File: src/rtl/ads_spi_master.sv
// ads_spi_master: Avalon-MM front end for the ADS7843 touch controller.
// A command byte written to address 0 launches one 24-DCLK chip-select frame.
// The 12-bit conversion result is captured from DCLK rises 10..21.
// Optional build macro: ADS_SPI_IRQ_EN adds a transfer-done interrupt and its
// enable bit. With the macro undefined, irq is tied low and the enable bit reads 0.
module ads_spi_master #(
    parameter int CLK_DIV = 4
) (
    input  logic        clk,
    input  logic        reset_n,
    input  logic [1:0]  address,
    input  logic        chipselect,
    input  logic        read,
    input  logic        write,
    input  logic [15:0] writedata,
    output logic [15:0] readdata,
    output logic        irq,
    output logic        ads_cs_n,
    output logic        ads_dclk,
    output logic        ads_din,
    input  logic        ads_dout
);

    localparam logic [7:0] DIV_LAST  = 8'(CLK_DIV - 1);
    localparam logic [4:0] LAST_BIT  = 5'd23;

    typedef enum logic [1:0] {
        ST_IDLE,
        ST_SETUP,
        ST_SHIFT,
        ST_HOLD
    } state_t;

    state_t      r_state;
    logic [7:0]  r_cnt;
    logic [4:0]  r_bit;
    logic [6:0]  r_cmd;
    logic [23:0] r_shift;
    logic [11:0] r_result;
    logic        r_busy;
    logic        r_done;
    logic        r_collision;
    logic [15:0] r_readdata;
    logic        r_cs_n;
    logic        r_dclk;
    logic        r_din;

    state_t      w_state_next;
    logic [7:0]  w_cnt_next;
    logic [4:0]  w_bit_next;
    logic        w_cs_n_next;
    logic        w_dclk_next;
    logic        w_din_next;
    logic        w_sample;
    logic        w_finish;
    logic        w_cnt_last;
    logic        w_wr0;
    logic        w_wr1;
    logic        w_rd0;
    logic        w_start;
    logic        w_collide;
    logic        w_irq_en_bit;
    logic [15:0] w_status;
    logic        w_unused;

    assign w_wr0      = chipselect && write && (address == 2'd0);
    assign w_wr1      = chipselect && write && (address == 2'd1);
    assign w_rd0      = chipselect && read  && (address == 2'd0);
    assign w_start    = w_wr0 && !r_busy;
    assign w_collide  = w_wr0 && r_busy;
    assign w_cnt_last = (r_cnt == DIV_LAST);
    assign w_status   = {12'b0, w_irq_en_bit, r_collision, r_done, r_busy};
    assign w_unused   = &{1'b0, writedata[15:8], r_shift[23]};

    assign readdata = r_readdata;
    assign ads_cs_n = r_cs_n;
    assign ads_dclk = r_dclk;
    assign ads_din  = r_din;

    // Next-state logic: frame sequencing and the next values of the pin flops.
    always_comb begin
        w_state_next = r_state;
        w_cnt_next   = r_cnt;
        w_bit_next   = r_bit;
        w_cs_n_next  = r_cs_n;
        w_dclk_next  = r_dclk;
        w_din_next   = r_din;
        w_sample     = 1'b0;
        w_finish     = 1'b0;
        case (r_state)
            ST_IDLE: begin
                if (w_start) begin
                    w_state_next = ST_SETUP;
                    w_cnt_next   = 8'd0;
                    w_bit_next   = 5'd0;
                    w_cs_n_next  = 1'b0;
                    w_dclk_next  = 1'b0;
                    w_din_next   = writedata[7];
                end
            end
            ST_SETUP: begin
                if (w_cnt_last) begin
                    // First DCLK rise; the ADS data line is sampled here.
                    w_state_next = ST_SHIFT;
                    w_cnt_next   = 8'd0;
                    w_dclk_next  = 1'b1;
                    w_sample     = 1'b1;
                end else begin
                    w_cnt_next = r_cnt + 8'd1;
                end
            end
            ST_SHIFT: begin
                if (w_cnt_last) begin
                    w_cnt_next = 8'd0;
                    if (r_dclk) begin
                        // Falling edge: present the next command bit, zeros after bit 8.
                        w_dclk_next = 1'b0;
                        w_din_next  = (r_bit < 5'd7) ? r_cmd[3'd6 - r_bit[2:0]] : 1'b0;
                    end else if (r_bit == LAST_BIT) begin
                        w_state_next = ST_HOLD;
                    end else begin
                        w_bit_next  = r_bit + 5'd1;
                        w_dclk_next = 1'b1;
                        w_sample    = 1'b1;
                    end
                end else begin
                    w_cnt_next = r_cnt + 8'd1;
                end
            end
            ST_HOLD: begin
                if (w_cnt_last) begin
                    w_state_next = ST_IDLE;
                    w_cnt_next   = 8'd0;
                    w_cs_n_next  = 1'b1;
                    w_finish     = 1'b1;
                end else begin
                    w_cnt_next = r_cnt + 8'd1;
                end
            end
            default: begin
                w_state_next = ST_IDLE;
                w_cs_n_next  = 1'b1;
                w_dclk_next  = 1'b0;
            end
        endcase
    end

    // State register plus the flops that drive the ADS pins directly.
    always_ff @(posedge clk or negedge reset_n) begin
        if (!reset_n) begin
            r_state <= ST_IDLE;
            r_cnt   <= 8'd0;
            r_bit   <= 5'd0;
            r_cs_n  <= 1'b1;
            r_dclk  <= 1'b0;
            r_din   <= 1'b0;
        end else begin
            r_state <= w_state_next;
            r_cnt   <= w_cnt_next;
            r_bit   <= w_bit_next;
            r_cs_n  <= w_cs_n_next;
            r_dclk  <= w_dclk_next;
            r_din   <= w_din_next;
        end
    end

    // Command latch, per-rise sample shifter and result capture at frame end.
    always_ff @(posedge clk or negedge reset_n) begin
        if (!reset_n) begin
            r_cmd    <= 7'd0;
            r_shift  <= 24'd0;
            r_result <= 12'd0;
        end else begin
            if (w_start) begin
                r_cmd <= writedata[6:0];
            end
            if (w_sample) begin
                r_shift <= {r_shift[22:0], ads_dout};
            end
            // After 24 rises, rise k sits at bit 24-k: rises 10..21 are bits 14..3.
            if (w_finish) begin
                r_result <= r_shift[14:3];
            end
        end
    end

    // Status flags: busy, done (set beats read-clear), sticky collision (set beats clear).
    always_ff @(posedge clk or negedge reset_n) begin
        if (!reset_n) begin
            r_busy      <= 1'b0;
            r_done      <= 1'b0;
            r_collision <= 1'b0;
        end else begin
            if (w_start) begin
                r_busy <= 1'b1;
            end else if (w_finish) begin
                r_busy <= 1'b0;
            end
            if (w_finish) begin
                r_done <= 1'b1;
            end else if (w_start || w_rd0) begin
                r_done <= 1'b0;
            end
            if (w_collide) begin
                r_collision <= 1'b1;
            end else if (w_wr1 && writedata[2]) begin
                r_collision <= 1'b0;
            end
        end
    end

    // Registered read data, one cycle after the read strobe is sampled.
    always_ff @(posedge clk or negedge reset_n) begin
        if (!reset_n) begin
            r_readdata <= 16'd0;
        end else if (chipselect && read) begin
            case (address)
                2'd0:    r_readdata <= {4'b0, r_result};
                2'd1:    r_readdata <= w_status;
                default: r_readdata <= 16'd0;
            endcase
        end
    end

`ifdef ADS_SPI_IRQ_EN
    logic r_irq_en;
    logic r_irq;

    assign w_irq_en_bit = r_irq_en;
    assign irq          = r_irq;

    // Interrupt enable and the registered done-and-enabled interrupt.
    always_ff @(posedge clk or negedge reset_n) begin
        if (!reset_n) begin
            r_irq_en <= 1'b0;
            r_irq    <= 1'b0;
        end else begin
            if (w_wr1) begin
                r_irq_en <= writedata[3];
            end
            r_irq <= r_done && r_irq_en;
        end
    end
`else
    assign w_irq_en_bit = 1'b0;
    assign irq          = 1'b0;
`endif

endmodule

File: config.mk
export PLATFORM = sky130hd
export DESIGN_NAME = ads_spi_master
export DESIGN_NICKNAME = d
export VERILOG_FILES = /design/src/rtl/ads_spi_master.sv
export SDC_FILE = /design/constraint.sdc
export NUM_CORES = 1
export LEC_CHECK = 0
export CAP_MARGIN = 30
export CORE_AREA = 2 2 86 88
export DETAILED_ROUTE_END_ITERATION = 6
export DIE_AREA = 0 0 88 90
export GPL_TIMING_DRIVEN = 1
export PLACE_DENSITY = 0.73
export SLEW_MARGIN = 20
export SYNTH_ARGS = -nofsm -noshare
export SYNTH_HDL_FRONTEND = slang
export SYNTH_SLANG_ARGS = --single-unit
File: constraint.sdc
create_clock -name clk -period 2.4 [get_ports clk]
set_clock_uncertainty 0.2 [all_clocks]
set_input_delay 0.24 -clock clk [delete_from_list [all_inputs] [get_ports clk]]
set_output_delay 0.24 -clock clk [all_outputs]
set_load 0.01 [all_outputs]
==> metrics.txt <==
max_cap viols 0; Slew Viols, Final 0; Post-Synthesis Cell Area 3090 um2; Yosys top cell by area dfrtp_1; most common cell after layout, fill and taps aside dfrtp_1; Die H 90 um; setup repair bufs after CTS 0; Top Ports 44; fin crit share 0.882; share of cells above drive strength 1 0.212; final cell count without fillers 391; Total Wirelength 5610 um; via count 2065; status complete, no violations; Root Buffer clkbuf_8; worst skew pair latency 0.35 ns; Area growth syn-to-layout 19.9%; CP Data Arrival Time 2.14 ns; Req. time, crit path 2.43 ns; drt initial violations 133; Worst setup SP type flop; Nets 318; antenna-violating nets left 0; post-DP HPWL 3890 um; Ys Warns 0; VDD IR max 0.500 mV; Diodes inserted 0; Yosys cell types 49; Core Rows 31; vias per cell 5.28; cts repair resizes 0; R2R cell count 5; hold crit path type input port to async pin; DIE WIDTH 88 um; PortBufs 30; fin util 0.527; Synth Register Bits 67; DR DRC count 0; top cells by area, synth dfrtp_1, mux2_2, mux2_1, a22o_1, ha_1; Async SR Flop Fraction 1.00; first-pass GRT wire length 9240 um; largest net degree at the start of global routing 68; commonest cells after routing, fill and taps aside dfrtp_1, clkdlybuf4s50_1, mux2_2, o21ai_0, a22o_1; Power Dens Cells 927 nW/um2; PnR worst setup slack 0.282 ns; ys flop type dfrtp_1; min Tclk post-route 2.12 ns; Inst Count DP 374; Initial Utilization 0.440; clk sinks 67; Critical R2R Launch r_bit[0]; Yosys top cell area share 0.535; Synth Instances 246; CP endpoint kind flop; pre-CTS setup slack 0.268 ns; RePlAce Congestion 0.804; initial antenna violation count 0; Longest Clk Path Bufs 2; Clock transition at path regs 0.08 ns; core area 7020 um2; sequential-to-total area share from yosys stat 0.544; htree depth 3; CTS Buf Count 9; router iterations before antenna repair 4; Power, Total 3.43 mW; Crit Path Category flop to flop; full die area 7920 um2; EDFF count, synth 0; worst-path fanout max 15; vias in the first global route 1914; gr ovfl total 0; Fin Setup TNS 0 ns; Max Fclk 0.472 GHz; critical path startpoint r_bit[0]; drt wl/cell 14.3 um; Leakage Power 1.71 nW; Final Hold Vio Count 0; Tot GR Track Use 0.152; Finish-stage setup viols 0; CTS tree done; Mean Syn Cell Area 12.5 um2; RSZ-0062 raised after global routing false
through the flow:
step	instance area [um2]	hold WS [ns]
6_report	3700	0.217
5_1_grt	3700	0.245
4_1_cts	3700	0.234
3_5_place_dp	3510	0.0832
3_3_place_gp	3510	0.0844
2_1_floorplan	3100	-0.256
kinds of logic (layout without fill, tap and decap cells):
family                     count (synthesis)  in the layout  synth area share
DFF                                       67             67             0.544
AOI/OAI and AO/OA                         57             57             0.134
and+or+nand+nor                           47             47            0.0904
muxes                                     42             42             0.155
buffers and inverters                     22             64            0.0393
adders and majority gates                  7              7            0.0284
xor gates and xnor gates                   3              3           0.00851
other                                      1              5           0.00121
cells in the mapped netlist, types with 2 or more instances:
master / n
nand2_1: 9
mux2i_1: 5
nor3_1: 4
inv_1: 7
dfrtp_1: 66
buf_6: 2
a22o_1: 14
nand4_1: 2
o21ai_0: 14
nor2_1: 6
and3_1: 2
a21o_1: 3
mux2_2: 25
clkbuf_1: 4
a21oi_1: 8
nand3_1: 8
nor2b_1: 2
buf_4: 5
xnor2_1: 3
ha_1: 7
a211oi_1: 2
and2_1: 3
o211ai_1: 5
buf_2: 4
mux2_1: 11
nand2b_1: 2
registers in the layout, indices dropped and copies added, names as in the netlist:
signal	count
r_state	2
r_busy	1
r_bit	5
readdata	12
r_result	12
r_shift	15
r_cmd	7
ads_din	1
ads_cs_n	1
r_collision	1
r_done	1
r_cnt	8
ads_dclk	1
area by class of cell:
| type | count | area [um2] |
|---|---|---|
| Fill cell | 595 | 3320 |
| Sequential cell | 67 | 1680 |
| Multi-Input combinational cell | 161 | 1300 |
| Timing Repair Buffer | 41 | 393 |
| Clock buffer | 9 | 124 |
| Tap cell | 99 | 124 |
| Clock inverter | 7 | 53.8 |
| Inverter | 7 | 26.3 |
critical path, cell delays in order, from the launching register on:
cell and delay, ns:
dfrtp_1 0.46, ha_1 0.29, nand4b_1 0.19, and2_1 0.20, o211a_4 0.32, mux2_1 0.34
per-layer routing:
layer / share of wire / up-vias / routed length [um] / track usage
met2: 0.46 / 51 / 2560 / 0.222
met1: 0.47 / 1030 / 2650 / 0.209
li1: - / 973 / - / -
met3: 0.048 / 11 / 271 / 0.0468
met4: 0.022 / 0 / 121 / 0.0628
met5: 0 / - / 0 / 0
report_power, final:
part	internal (mW)	switching, mW	leakage (nW)
logic	0.553	0.574	0.730
registers	1.31	0.155	0.894
clock network	0.379	0.458	0.0818
what timing repair did:
item / CTS / global route
endpoints found under the setup margin: 0 / 0
endpoints found under the hold margin: 66 / 0
hold buffers: 1 / 0
worst paths after layout:
path,to,slack [ns]
worst min-delay path,r_shift[1],0.22
worst min register to register,r_shift[0],0.29
min in group clk,r_shift[0],0.29
worst max register to register,r_shift[13],0.28
max in group asynchronous,ads_cs_n,1.44
worst max-delay path,r_shift[13],0.28
(Power assumes the default switching activity.)
